## config.mk

```make
export PLATFORM = sky130hd
export DESIGN_NAME = arb_crossbar_rr
export DESIGN_NICKNAME = d
export VERILOG_FILES = /design/src/rtl/arb_crossbar_rr.sv
export SDC_FILE = /design/constraint.sdc
export NUM_CORES = 1
export LEC_CHECK = 0
export ABC_AREA = 0
export BUFFER_PORTS_ARGS = -buffer_cell sky130_fd_sc_hd__clkbuf_2
export CORE_MARGIN = 8
export CORE_UTILIZATION = 40
export CTS_CLUSTER_DIAMETER = 150
export DETAILED_ROUTE_END_ITERATION = 10
export PLACE_DENSITY = 0.72
export SYNTH_ARGS = -nofsm -noshare
export SYNTH_HDL_FRONTEND = slang
export SYNTH_SLANG_ARGS = --single-unit
```

## constraint.sdc

```tcl
create_clock -name clk -period 6 [get_ports clk]
set_input_delay 0.3 -clock clk [delete_from_list [all_inputs] [get_ports clk]]
set_output_delay 0.3 -clock clk [all_outputs]
set_load 0.03 [all_outputs]
```

## src/rtl/arb_crossbar_rr.sv

```systemverilog
// Registered N x N crossbar: one output register and one round-robin arbiter per output.
// Optional security-domain filter, enabled by defining ARB_CROSSBAR_DOMAIN_FILTER_EN.
module arb_crossbar_rr #(
  parameter int p_nbits  = 32,
  parameter int p_nports = 4,
  parameter int p_dbits  = 2
) (
  input  logic                          clk,
  input  logic                          reset,
  input  logic [p_nports-1:0]           in_val,
  output logic [p_nports-1:0]           in_rdy,
  input  logic [p_nports*p_nbits-1:0]   in_msg,
  input  logic [p_nports*p_dbits-1:0]   in_dest,
  input  logic [p_nports-1:0]           in_domain,
`ifdef ARB_CROSSBAR_DOMAIN_FILTER_EN
  input  logic [p_nports-1:0]           out_port_domain,
  output logic [p_nports-1:0]           viol,
`endif
  output logic [p_nports-1:0]           out_val,
  input  logic [p_nports-1:0]           out_rdy,
  output logic [p_nports*p_nbits-1:0]   out_msg,
  output logic [p_nports-1:0]           out_domain
);

  localparam int p_pbits = $clog2(p_nports);

  logic [p_nports-1:0]         req   [p_nports];
  logic [p_nports-1:0]         gnt   [p_nports];
  logic [p_pbits-1:0]          ptr_q [p_nports];
  logic [p_pbits-1:0]          ptr_d [p_nports];
  logic [p_nports-1:0]         accept;
  logic [p_nports-1:0]         drop;
  logic [p_nports-1:0]         val_q, val_d;
  logic [p_nports-1:0]         dom_q, dom_d;
  logic [p_nports*p_nbits-1:0] msg_q, msg_d;
  logic [p_dbits-1:0]          dest_i;
  logic                        found;
  int                          pos;
`ifdef ARB_CROSSBAR_DOMAIN_FILTER_EN
  logic [p_nports-1:0]         blocked;
  logic [p_nports-1:0]         viol_q;
`endif

  // Destination decode; an out-of-range destination is accepted and discarded.
  always_comb begin
    dest_i = '0;
    drop   = '0;
`ifdef ARB_CROSSBAR_DOMAIN_FILTER_EN
    blocked = '0;
`endif
    for (int o = 0; o < p_nports; o++) req[o] = '0;
    for (int i = 0; i < p_nports; i++) begin
      dest_i = in_dest[i*p_dbits +: p_dbits];
      if (in_val[i] && int'(dest_i) >= p_nports) drop[i] = 1'b1;
      for (int o = 0; o < p_nports; o++) begin
        if (in_val[i] && int'(dest_i) == o) begin
          req[o][i] = 1'b1;
`ifdef ARB_CROSSBAR_DOMAIN_FILTER_EN
          if (in_domain[i] && !out_port_domain[o]) begin
            req[o][i]  = 1'b0;
            blocked[i] = 1'b1;
          end
`endif
        end
      end
    end
  end

  // Round-robin: first requester at or above ptr, wrapping.
  always_comb begin
    found = 1'b0;
    pos   = 0;
    for (int o = 0; o < p_nports; o++) begin
      gnt[o] = '0;
      found  = 1'b0;
      for (int k = 0; k < p_nports; k++) begin
        pos = int'(ptr_q[o]) + k;
        if (pos >= p_nports) pos = pos - p_nports;
        for (int i = 0; i < p_nports; i++) begin
          if (!found && req[o][i] && i == pos) begin
            gnt[o][i] = 1'b1;
            found     = 1'b1;
          end
        end
      end
    end
  end

  always_comb begin
    accept = '0;
    in_rdy = '0;
    val_d  = val_q;
    dom_d  = dom_q;
    msg_d  = msg_q;
    ptr_d  = ptr_q;
    for (int o = 0; o < p_nports; o++) begin
      accept[o] = !val_q[o] || out_rdy[o];
      if (val_q[o] && out_rdy[o]) val_d[o] = 1'b0;
      for (int i = 0; i < p_nports; i++) begin
        if (gnt[o][i] && accept[o]) begin
          in_rdy[i]                 = 1'b1;
          val_d[o]                  = 1'b1;
          dom_d[o]                  = in_domain[i];
          msg_d[o*p_nbits +: p_nbits] = in_msg[i*p_nbits +: p_nbits];
          ptr_d[o]                  = (i == p_nports-1) ? '0 : p_pbits'(i+1);
        end
      end
    end
    in_rdy = (in_rdy | drop) & {p_nports{reset}};
  end

  always_ff @(posedge clk or negedge reset) begin
    if (!reset) begin
      val_q <= '0;
      dom_q <= '0;
      msg_q <= '0;
      for (int o = 0; o < p_nports; o++) ptr_q[o] <= '0;
    end else begin
      val_q <= val_d;
      dom_q <= dom_d;
      msg_q <= msg_d;
      for (int o = 0; o < p_nports; o++) ptr_q[o] <= ptr_d[o];
    end
  end

`ifdef ARB_CROSSBAR_DOMAIN_FILTER_EN
  always_ff @(posedge clk or negedge reset) begin
    if (!reset) viol_q <= '0;
    else        viol_q <= blocked;
  end

  assign viol = viol_q;
`endif

  assign out_val    = val_q;
  assign out_domain = dom_q;
  assign out_msg    = msg_q;

endmodule

```

==> impl_metrics.csv <==
group,metric,value,unit
cts,htreeDepth,4,
cts,cts_setup_buffers,0,
cts,cts_tree,"done",
global_routing,grt_first_pass_wirelength,62300,um
drt,post_drt_wl_per_cell,24.9,um
worst_setup_path,crit_arrival,3.99,ns
layout,layout.cells.most_common_list,"clkbuf_2, dfrtp_1, nor2_1, a21oi_1, nand3_1",
floorplanning,die_area,0.0299,sq mm
timing,finalHoldViolCount,0,
floorplanning,num_rows,57,
timing,period_share,61.5,%
drt,wirelength,40200,um
placement,portBuffers,289,
synth,yosys.cell_types.count,67,
floorplanning,die_y,173,um
drt,drt_iter0_drc,984,
global_routing,grt_start_max_net_pins,77,
placement,post-dp-hpwl,26000,um
worst_setup_path,cp_common_cell,"buf_4",
worst_setup_path,critPathMaxFanout,68,
placement,dpl_cell_area,0.0114,sq mm
drt,via_count,10300,
global_routing,grt.total_usage,25.9,%
timing,finalSetupViolations,0,
worst_setup_path,setup.worst_path.start_class,"flip-flop",
floorplanning,io_pins,290,
timing,fmax,0.271,GHz
cts,cts.sinks,144,
synth,synth.largest_area_cell,"dfrtp_1",
synth,synth.avg_cell_area,9.32,sq um
drt,ant_nets,0,
synth,syn-instance-count,1058,
synth,synth_top_area_share,36.5,%
global_routing,antenna_found_initial,0,
worst_setup_path,critPathMaxStageDelay,0.90,ns
floorplanning,die_w,173,um
synth,ys_ff_latch,144,
timing,fin_skew,0.0185,ns
drt,dr.pass1.iters,6,
layout,final_net_count,1428,
placement,place.gp.congestion,0.844,
floorplanning,core_area,0.0242,sq mm
worst_setup_path,endpoint_kind,"flip-flop",
cts,cts_buffers,17,
layout,drive_gt1_share,38.3,%
synth,synth_edf_count,0,
cts,clk_pin_slew_worst_paths,0.07,ns
synth,synth_area_leaders,"dfrtp_1, a221oi_2, mux2_2, mux2_4, nor2_1",
flow_run,cap_violations,0,
timing,layout_min_cycle_time,3.69,ns
worst_setup_path,crit_type,"reg -> reg",
worst_setup_path,critPathTopFamily,"simple AND/OR/NAND/NOR gates",
status,status,"finished, final reports clean",
timing,setup_tns,0,ns
cts,cts_root_buffer,"clkbuf_16",
floorplanning,initial_core_util,40.7,%
synth,syn_nets,1208,
synth,syn_area,0.00986,sq mm
drt,drc_errors,0,
worst_setup_path,cp.buffers_inverters,2,
pwr,power.leakage,5.49,nW
pwr,powerDensity,482,mW/mm^2
synth,ys.flop_type,"dfrtp_1",
pwr,peakVddDrop,0.281,mV
timing,slew_headroom,19.1,%
synth,yosys_warnings,0,
layout,final_common_cell,"clkbuf_2",
synth,ys_seq_area_share,36.5,%
global_routing,grt_pass1_vias,10700,
worst_setup_path,critPathRequiredTime,6.30,ns
layout,stdcell_area,0.0121,sq mm
timing,rsz0062_at_grt,"no",
drt,via_per_inst,6.37,
timing,drv_slew,0,
layout,diodes,0,
worst_setup_path,slowest_stage,"nor3b_4",
synth,synth_async_sr_flop_share,100,%
layout,area_growth,22.4,%
cts,clk_latency,0.43,ns
global_routing,gr-total-overflow,0,
worst_setup_path,path_cells,"nor4bb_1 -> o22ai_1 -> a31oi_4 -> buf_4 -> nand2_1 -> nor3b_4 -> buf_4 -> mux2_2",
cts,clk_path_buf_depth,2,
hold_path,hp-class,"in -> reg",
timing,tightestPinTransition,1.21,ns
==> report_power, final <==
group          internal (W)  leakage, nW  switching [W]  total, W
clock network      0.000719        0.315       0.000477   0.00120
registers           0.00144         1.70       0.000365   0.00181
logic              0.000964         3.47        0.00185   0.00281
total               0.00313         5.49        0.00269   0.00581
==> cell families (layout without fill, tap and decap cells) <==
family	Yosys count	count (layout)	synth area share [%]
buffers and inverters	146	379	6.81
AOI/OAI and AO/OA	378	378	30.2
DFF	144	144	36.5
muxes	66	66	8.60
and+or+nand+nor	324	324	17.9
==> metal layers <==
layer / GRT usage (%) / wire length [um] / vias to the layer above
met2: 41.7 / 18800 / 677
met1: 31.6 / 15900 / 5005
met5: 0 / 0 / -
met3: 7.60 / 3970 / 120
li1: - / - / 4489
met4: 12.0 / 1490 / 0
==> area by class of cell <==
type | count | area, sq um
repair buffers | 307 | 1590
clock buffers | 19 | 443
inverters | 40 | 150
fillers | 2266 | 12200
multi-input cells | 768 | 5680
well taps | 324 | 405
clock inverters | 13 | 198
flip-flops and latches | 144 | 3600
==> synth_stat cells, types with 34 or more instances <==
cell / count
nor2_1: 110
a31oi_1: 35
clkbuf_1: 67
inv_1: 40
nand2b_1: 42
mux2_2: 38
o21ai_0: 55
a21oi_1: 76
dfrtp_1: 144
a22oi_1: 35
and3_1: 34
nand3_1: 73
==> registers in the layout, summed over array words and instances (netlist names) <==
signal	count
out_msg	128
ptr_q	8
out_domain	4
out_val	4
==> path summary, 6_finish.rpt <==
kind	endpoint	slack [ns]	startpoint	cells after the start
worst max-delay path	out_msg[79]$_DFFE_PN0P_	2.31	ptr_q[2]$_DFFE_PN0P_	8
worst min-delay path	out_msg[108]$_DFFE_PN0P_	0.21	in_msg[108]	2
max in group asynchronous	out_msg[3]$_DFFE_PN0P_	4.02	reset	3
min in group asynchronous	out_val[3]$_DFFE_PN0P_	0.47	reset	2
worst max register to register	out_msg[79]$_DFFE_PN0P_	2.31	ptr_q[2]$_DFFE_PN0P_	8
worst min register to register	out_msg[75]$_DFFE_PN0P_	0.50	out_msg[75]$_DFFE_PN0P_	1
==> per-stage QoR <==
stage	setup WS, ns	hold WS [ns]	util, %	instances	power [W]
2_1_floorplan	3.47	0.00441	-	1058	0.00365
3_3_place_gp	2.30	0.389	47.1	1582	0.00457
3_5_place_dp	2.24	0.387	47.1	1582	0.00462
4_1_cts	2.31	0.196	49.8	1615	0.00584
5_1_grt	2.10	0.189	49.8	1615	0.00609
6_report	2.31	0.212	49.8	1615	0.00581
==> worst register-to-register path, cell delays in order, from the launching register on <==
cell and delay, ns:
dfrtp_1 0.44, nor4bb_1 0.27, o22ai_1 0.16, a31oi_4 0.17, buf_4 0.57, nand2_1 0.23
nor3b_4 0.90, buf_4 0.45, mux2_2 0.38
==> timing repair <==
item / in CTS / in global routing
resized for setup: 0 / 0
hold buffers: 1 / 0
endpoints found under the hold margin: 74 / 0
Power figures use the tool's default switching activity.
